===== src/rtl/spike_pattern_decoder_if.sv =====
// Result bus from the spike pattern decoder: decoded pattern, winning neuron,
// latched per-neuron counts, and the valid/ready handshake.
interface spike_pattern_decoder_if #(
    parameter int N     = 7,
    parameter int P     = 4,
    parameter int CNT_W = 8,
    parameter int IDX_W = 3
);
    logic [P-1:0]       pattern_out;
    logic [IDX_W-1:0]   winner;
    logic [N*CNT_W-1:0] spike_counts;
    logic               out_valid;
    logic               out_ready;

    modport master (
        output pattern_out,
        output winner,
        output spike_counts,
        output out_valid,
        input  out_ready
    );

    modport slave (
        input  pattern_out,
        input  winner,
        input  spike_counts,
        input  out_valid,
        output out_ready
    );
endinterface


===== src/rtl/spike_pattern_decoder.sv =====
// Readout for the Hopfield spiking core: counts spike rising edges per neuron
// over a fixed window, thresholds them into a pattern and reports the busiest neuron.
module spike_pattern_decoder #(
    parameter int N      = 7,
    parameter int P      = 4,
    parameter int WINDOW = 1024,
    parameter int CNT_W  = 8,
    parameter int IDX_W  = 3
) (
    input  logic                 clk,
    input  logic                 reset,
    input  logic                 enable,
    input  logic [N-1:0]         spikes,
    input  logic [CNT_W-1:0]     thresh,
    spike_pattern_decoder_if.master res
);
    localparam int                WIN_W    = $clog2(WINDOW);
    localparam logic [WIN_W-1:0]  WIN_LAST = WIN_W'(WINDOW - 1);
    localparam logic [CNT_W-1:0]  CNT_MAX  = '1;

    typedef enum logic [1:0] {IDLE, COUNT, EVAL, DONE} state_t;

    state_t             state_q, state_d;
    logic [WIN_W-1:0]   win_cnt_q;
    logic [N-1:0]       spikes_q;
    logic [N-1:0]       rise;
    logic [CNT_W-1:0]   cnt_q   [N];
    logic [CNT_W-1:0]   latch_q [N];
    logic [P-1:0]       pattern_q, pattern_d;
    logic [IDX_W-1:0]   winner_q, winner_d;
    logic               valid_q;
    logic               handshake;
    logic               start;
    logic [CNT_W-1:0]   best_val;

    assign rise      = spikes & ~spikes_q;
    assign handshake = valid_q & res.out_ready;
    // Counters are cleared on every entry into COUNT, whichever state we came from.
    assign start     = (state_d == COUNT) && (state_q != COUNT);

    always_comb begin
        state_d = state_q;
        case (state_q)
            IDLE:  if (enable) state_d = COUNT;
            COUNT: begin
                if (!enable)                    state_d = IDLE;
                else if (win_cnt_q == WIN_LAST) state_d = EVAL;
            end
            EVAL:  state_d = DONE;
            DONE:  if (handshake) state_d = enable ? COUNT : IDLE;
            default: state_d = IDLE;
        endcase
    end

    // Strict greater-than keeps the lowest index on ties and yields 0 when all counts are zero.
    always_comb begin
        winner_d = '0;
        best_val = cnt_q[0];
        for (int k = 1; k < N; k++) begin
            if (cnt_q[k] > best_val) begin
                best_val = cnt_q[k];
                winner_d = IDX_W'(k);
            end
        end
    end

    generate
        for (genvar gi = 0; gi < P; gi++) begin : g_pat
            assign pattern_d[gi] = (cnt_q[gi] >= thresh);
        end
        for (genvar gi = 0; gi < N; gi++) begin : g_out
            assign res.spike_counts[gi*CNT_W +: CNT_W] = latch_q[gi];
        end
    endgenerate

    always_ff @(posedge clk or posedge reset) begin
        if (reset) begin
            state_q   <= IDLE;
            win_cnt_q <= '0;
            spikes_q  <= '0;
            pattern_q <= '0;
            winner_q  <= '0;
            valid_q   <= 1'b0;
            for (int k = 0; k < N; k++) begin
                cnt_q[k]   <= '0;
                latch_q[k] <= '0;
            end
        end else begin
            state_q   <= state_d;
            spikes_q  <= spikes;
            win_cnt_q <= (state_q == COUNT) ? win_cnt_q + WIN_W'(1) : '0;
            for (int k = 0; k < N; k++) begin
                if (start)
                    cnt_q[k] <= '0;
                else if (state_q == COUNT && rise[k] && cnt_q[k] != CNT_MAX)
                    cnt_q[k] <= cnt_q[k] + CNT_W'(1);
            end
            if (state_q == EVAL) begin
                for (int k = 0; k < N; k++) latch_q[k] <= cnt_q[k];
                pattern_q <= pattern_d;
                winner_q  <= winner_d;
                valid_q   <= 1'b1;
            end else if (handshake) begin
                valid_q   <= 1'b0;
            end
        end
    end

    assign res.pattern_out = pattern_q;
    assign res.winner      = winner_q;
    assign res.out_valid   = valid_q;
endmodule


===== src/flat_wrapper.sv =====
// flat-port wrapper written by rule: the top's interface ports become plain ports
module spike_pattern_decoder_flat 
#(
    parameter int N      = 7,
    parameter int P      = 4,
    parameter int WINDOW = 1024,
    parameter int CNT_W  = 8,
    parameter int IDX_W  = 3
)
  (clk, reset, enable, spikes, thresh, res_pattern_out, res_winner, res_spike_counts, res_out_valid, res_out_ready);
  spike_pattern_decoder_if #(.N(N), .P(P), .CNT_W(CNT_W), .IDX_W(IDX_W)) res_i ();
  input  logic clk;
  input  logic reset;
  input  logic enable;
  input  logic [N-1:0] spikes;
  input  logic [CNT_W-1:0] thresh;
  output wire logic [$bits(res_i.pattern_out)-1:0] res_pattern_out;
  output wire logic [$bits(res_i.winner)-1:0] res_winner;
  output wire logic [$bits(res_i.spike_counts)-1:0] res_spike_counts;
  output wire logic [$bits(res_i.out_valid)-1:0] res_out_valid;
  input wire logic [$bits(res_i.out_ready)-1:0] res_out_ready;
  assign res_pattern_out = res_i.pattern_out;
  assign res_winner = res_i.winner;
  assign res_spike_counts = res_i.spike_counts;
  assign res_out_valid = res_i.out_valid;
  assign res_i.out_ready = res_out_ready;
  spike_pattern_decoder #(.N(N), .P(P), .WINDOW(WINDOW), .CNT_W(CNT_W), .IDX_W(IDX_W)) u_core (.clk(clk), .reset(reset), .enable(enable), .spikes(spikes), .thresh(thresh), .res(res_i));
endmodule

===== config.mk =====
export PLATFORM = sky130hd
export DESIGN_NAME = spike_pattern_decoder_flat
export DESIGN_NICKNAME = d
export VERILOG_FILES = /design/src/rtl/spike_pattern_decoder_if.sv /design/src/rtl/spike_pattern_decoder.sv /design/src/flat_wrapper.sv
export SDC_FILE = /design/constraint.sdc
export NUM_CORES = 1
export LEC_CHECK = 0
export BUFFER_PORTS_ARGS = -buffer_cell sky130_fd_sc_hd__buf_2
export CELL_PAD_IN_SITES_DETAIL_PLACEMENT = 2
export CELL_PAD_IN_SITES_GLOBAL_PLACEMENT = 2
export CORE_MARGIN = 2
export CORE_UTILIZATION = 40
export DETAILED_ROUTE_END_ITERATION = 12
export GPL_TIMING_DRIVEN = 0
export PLACE_DENSITY = 0.92
export RECOVER_POWER = 25
export SLEW_MARGIN = 0
export SYNTH_ARGS = -nofsm -noshare
export SYNTH_HDL_FRONTEND = slang
export SYNTH_SLANG_ARGS = --single-unit
export TNS_END_PERCENT = 20

===== constraint.sdc =====
create_clock -name clk -period 26.8 [get_ports clk]
set_input_delay 1.34 -clock clk [delete_from_list [all_inputs] [get_ports clk]]
set_output_delay 1.34 -clock clk [all_outputs]
set_load 0.03 [all_outputs]

==> metrics.csv <==
metric;value;unit
status;finished with violations;
failing checks;capacitance limit, slew limit;
Placed Cells;1257;
CTS sink cnt;139;
TNS Setup;0;ns
WP data arrival;14.24;ns
Main synth FF type;dfrtp_1;
DR vias;7912;
Buffers on Ports;82;
HP Start;u_core.res.spike_counts[18]$_DFFE_PP0P_;
PD cells;151;nW/um^2
gpl congestion;0.865;
Area Growth Syn to Fin;16.1;%
worst stage delay on the critical path;0.83;ns
total grt overflow;0;
worst hold path type;reg2reg;
cts hold-fix bufs;0;
CP Class;reg2reg;
DRT iter0 DRCs;448;
CP endpoint kind;flop;
Final Instance Count excl. Fillers;1289;
chip height;148;um
global-route wire length before repair;54500;um
RSZ-0062 raised after global routing;false;
clock skew;0.0132;ns
vias per inst;6.14;
Slew Limit Fails;66;
pin count of the biggest net entering global routing;75;
RR Startpoint;u_core.cnt_q[41]$_DFFE_PP0P_;
Area contributors post-synth;dfrtp_1 42%, ha_1 13%, nand2_1 7.5%, o21ai_0 3.4%, mux2i_1 3.4%;
Yosys top cell by area;dfrtp_1;
Highest Clock Rate;71.9;MHz
Period minus WS final;13.91;ns
Bufs on Longest Clock Path;2;
# DRC;0;
RR Endpoint;u_core.res.winner[2]$_DFFE_PP0P_;
Nets;1110;
CTS tree;built;
Post-synth ARST share;100;%
critical path's slowest cell;o21ai_1;
Critical Path Source Type;flop;
endpoints failing setup;0;
IO Pins;83;
number of buffers created by CTS;17;
Yosys top cell area share;41.9;%
Synth cell types;56;
postcts setup bufs;0;
Fin. Hold Viols;0;
max_slew headroom;-112;%
Hold WS;0.475;ns
Starting Density;40.9;%
Routed WL;34700;um
WP data required;27.13;ns
Cells after Synth;904;
Slew @ Worst Pin;3.16;ns
DR WL/cell;26.9;um
Core Rows;52;
commonest non-fill, non-tap cell in the layout;nand2_1;
Cell Area, Synth;8290;sq um
Syn Nets;1008;
vias in the first global route;9056;
Worst path most repeated cell;ha_1;
Fill cells;2232;
Post-synth EDFFs;0;
later-pin clock latency in the skew report;0.46;ns
share of cells above drive strength 1;12.4;%
full die area;21900;sq um
Diodes inserted;0;
post-route ant nets;0;
setup ws final;12.89;ns
core box area;20300;sq um
# resized after CTS;0;
Max-cap violations;1;
flip-flop and latch count after synthesis;139;
CP max FO;10;
initial antenna violation count;0;
total track usage;33.0;%
Yosys warnings;0;
Leakage Power;4.94;nW
crit share post-route;51.9;%
pre-CTS WS;14.23;ns
CP Capture Point;u_core.res.winner[2]$_DFFE_PP0P_;
die width;148;um
sequential fraction of the synthesis area;41.9;%
Mean Syn Cell Area;9.18;sq um
clock root buffer;clkbuf_16;
TritonRoute pass-1 iters;5;
clk slew on worst S/H paths;0.06;ns
worst reg-to-reg setup slack;12.89;ns
most frequent cells in the layout;165 x nand2_1, 139 x dfrtp_1, 85 x ha_1;
post-DP HPWL;21800;um
depth of the CTS H-tree;4;
CP Launch Point;u_core.cnt_q[41]$_DFFE_PP0P_;
Max VDD drop;92.4;uV
R2R cell count;47;
==> cell usage after synthesis (all sizes together) (13+ instances only) <==
cell / number
or3: 18
nand2: 165
ha: 85
dfrtp: 139
a21o: 24
xnor2: 21
inv: 43
nor2: 74
nand3: 14
nand4: 33
o21ai: 62
a21oi: 39
nor2b: 13
clkbuf: 25
xor2: 22
mux2i: 28
nand2b: 13
==> worst max-delay path, delay by kind of cell (launching register included) <==
family | cells | cell delay [ns]
DFF | 1 | 0.55
AOI/OAI and AO/OA | 24 | 6.40
muxes | 3 | 1.45
adders and majority gates | 6 | 2.13
and+or+nand+nor | 10 | 1.77
buffers and inverters | 4 | 1.46
==> flip-flops by register name, indices dropped and copies added, names as in the netlist <==
| name | cells |
|---|---|
| u_core.res.spike_counts | 56 |
| u_core.win_cnt_q | 10 |
| u_core.spikes_q | 7 |
| u_core.cnt_q | 56 |
| u_core.res.winner | 3 |
| u_core.res.pattern_out | 4 |
| u_core.state_q | 2 |
| u_core.res.out_valid | 1 |
==> worst min path at each step <==
| stage | to | cells past startpoint |
|---|---|---|
| 6_report | u_core.res.spike_counts[18]$_DFFE_PP0P_ | 2 |
| 5_1_grt | u_core.res.spike_counts[18]$_DFFE_PP0P_ | 2 |
| 4_1_cts | u_core.res.spike_counts[17]$_DFFE_PP0P_ | 2 |
| 3_5_place_dp | u_core.res.spike_counts[17]$_DFFE_PP0P_ | 2 |
| 3_3_place_gp | u_core.res.spike_counts[45]$_DFFE_PP0P_ | 2 |
| 2_1_floorplan | u_core.win_cnt_q[0]$_DFF_PP0_ | 1 |
==> cells by family (layout without fill, tap and decap cells) <==
logic type                 after synthesis  in the layout  synth area share, %
and+or+nand+nor                        364            364                 20.6
buffers and inverters                   75            190                 3.51
adders and majority gates               86             86                 13.0
muxes                                   29             29                 3.51
xor gates and xnor gates                43             43                 4.54
DFF                                    139            139                 41.9
AOI/OAI and AO/OA                      168            168                 13.0
==> through the flow <==
stage                     power, mW  instance area, sq um  util [%]
after floorplan               0.848                  8290         -
after global placement         1.02                  9040      44.5
after detailed placement       1.10                  9070      44.7
after CTS                      1.43                  9640      47.5
after global routing           1.52                  9630      47.4
final                          1.46                  9630      47.4
==> where the power goes <==
part	total [mW]	internal, mW	switching (mW)
clock network	0.238	0.130	0.108
logic	0.953	0.332	0.621
registers	0.267	0.235	0.0315
==> area by class of cell <==
| class | count | area (sq um) | area share, % |
|---|---|---|---|
| multi-input cells | 690 | 4520 | 47.0 |
| flip-flops and latches | 139 | 3480 | 36.1 |
| clock buffers | 19 | 443 | 4.60 |
| repair buffers | 83 | 432 | 4.48 |
| well taps | 270 | 338 | 3.51 |
| inverters | 43 | 163 | 1.69 |
| plain buffers | 32 | 130 | 1.35 |
| clock inverters | 13 | 121 | 1.26 |
==> layer usage <==
layer / part of all wire [%] / up-vias / track usage, % / wire length (um)
met5: 0 / - / 0 / 0
met4: 4.9 / 0 / 17.6 / 1690
met3: 5.7 / 131 / 6.79 / 1990
met2: 49 / 342 / 55.4 / 17000
met1: 40 / 4068 / 40.0 / 14000
li1: - / 3371 / - / -
Note: power is estimated with default switching activity, not from simulation.
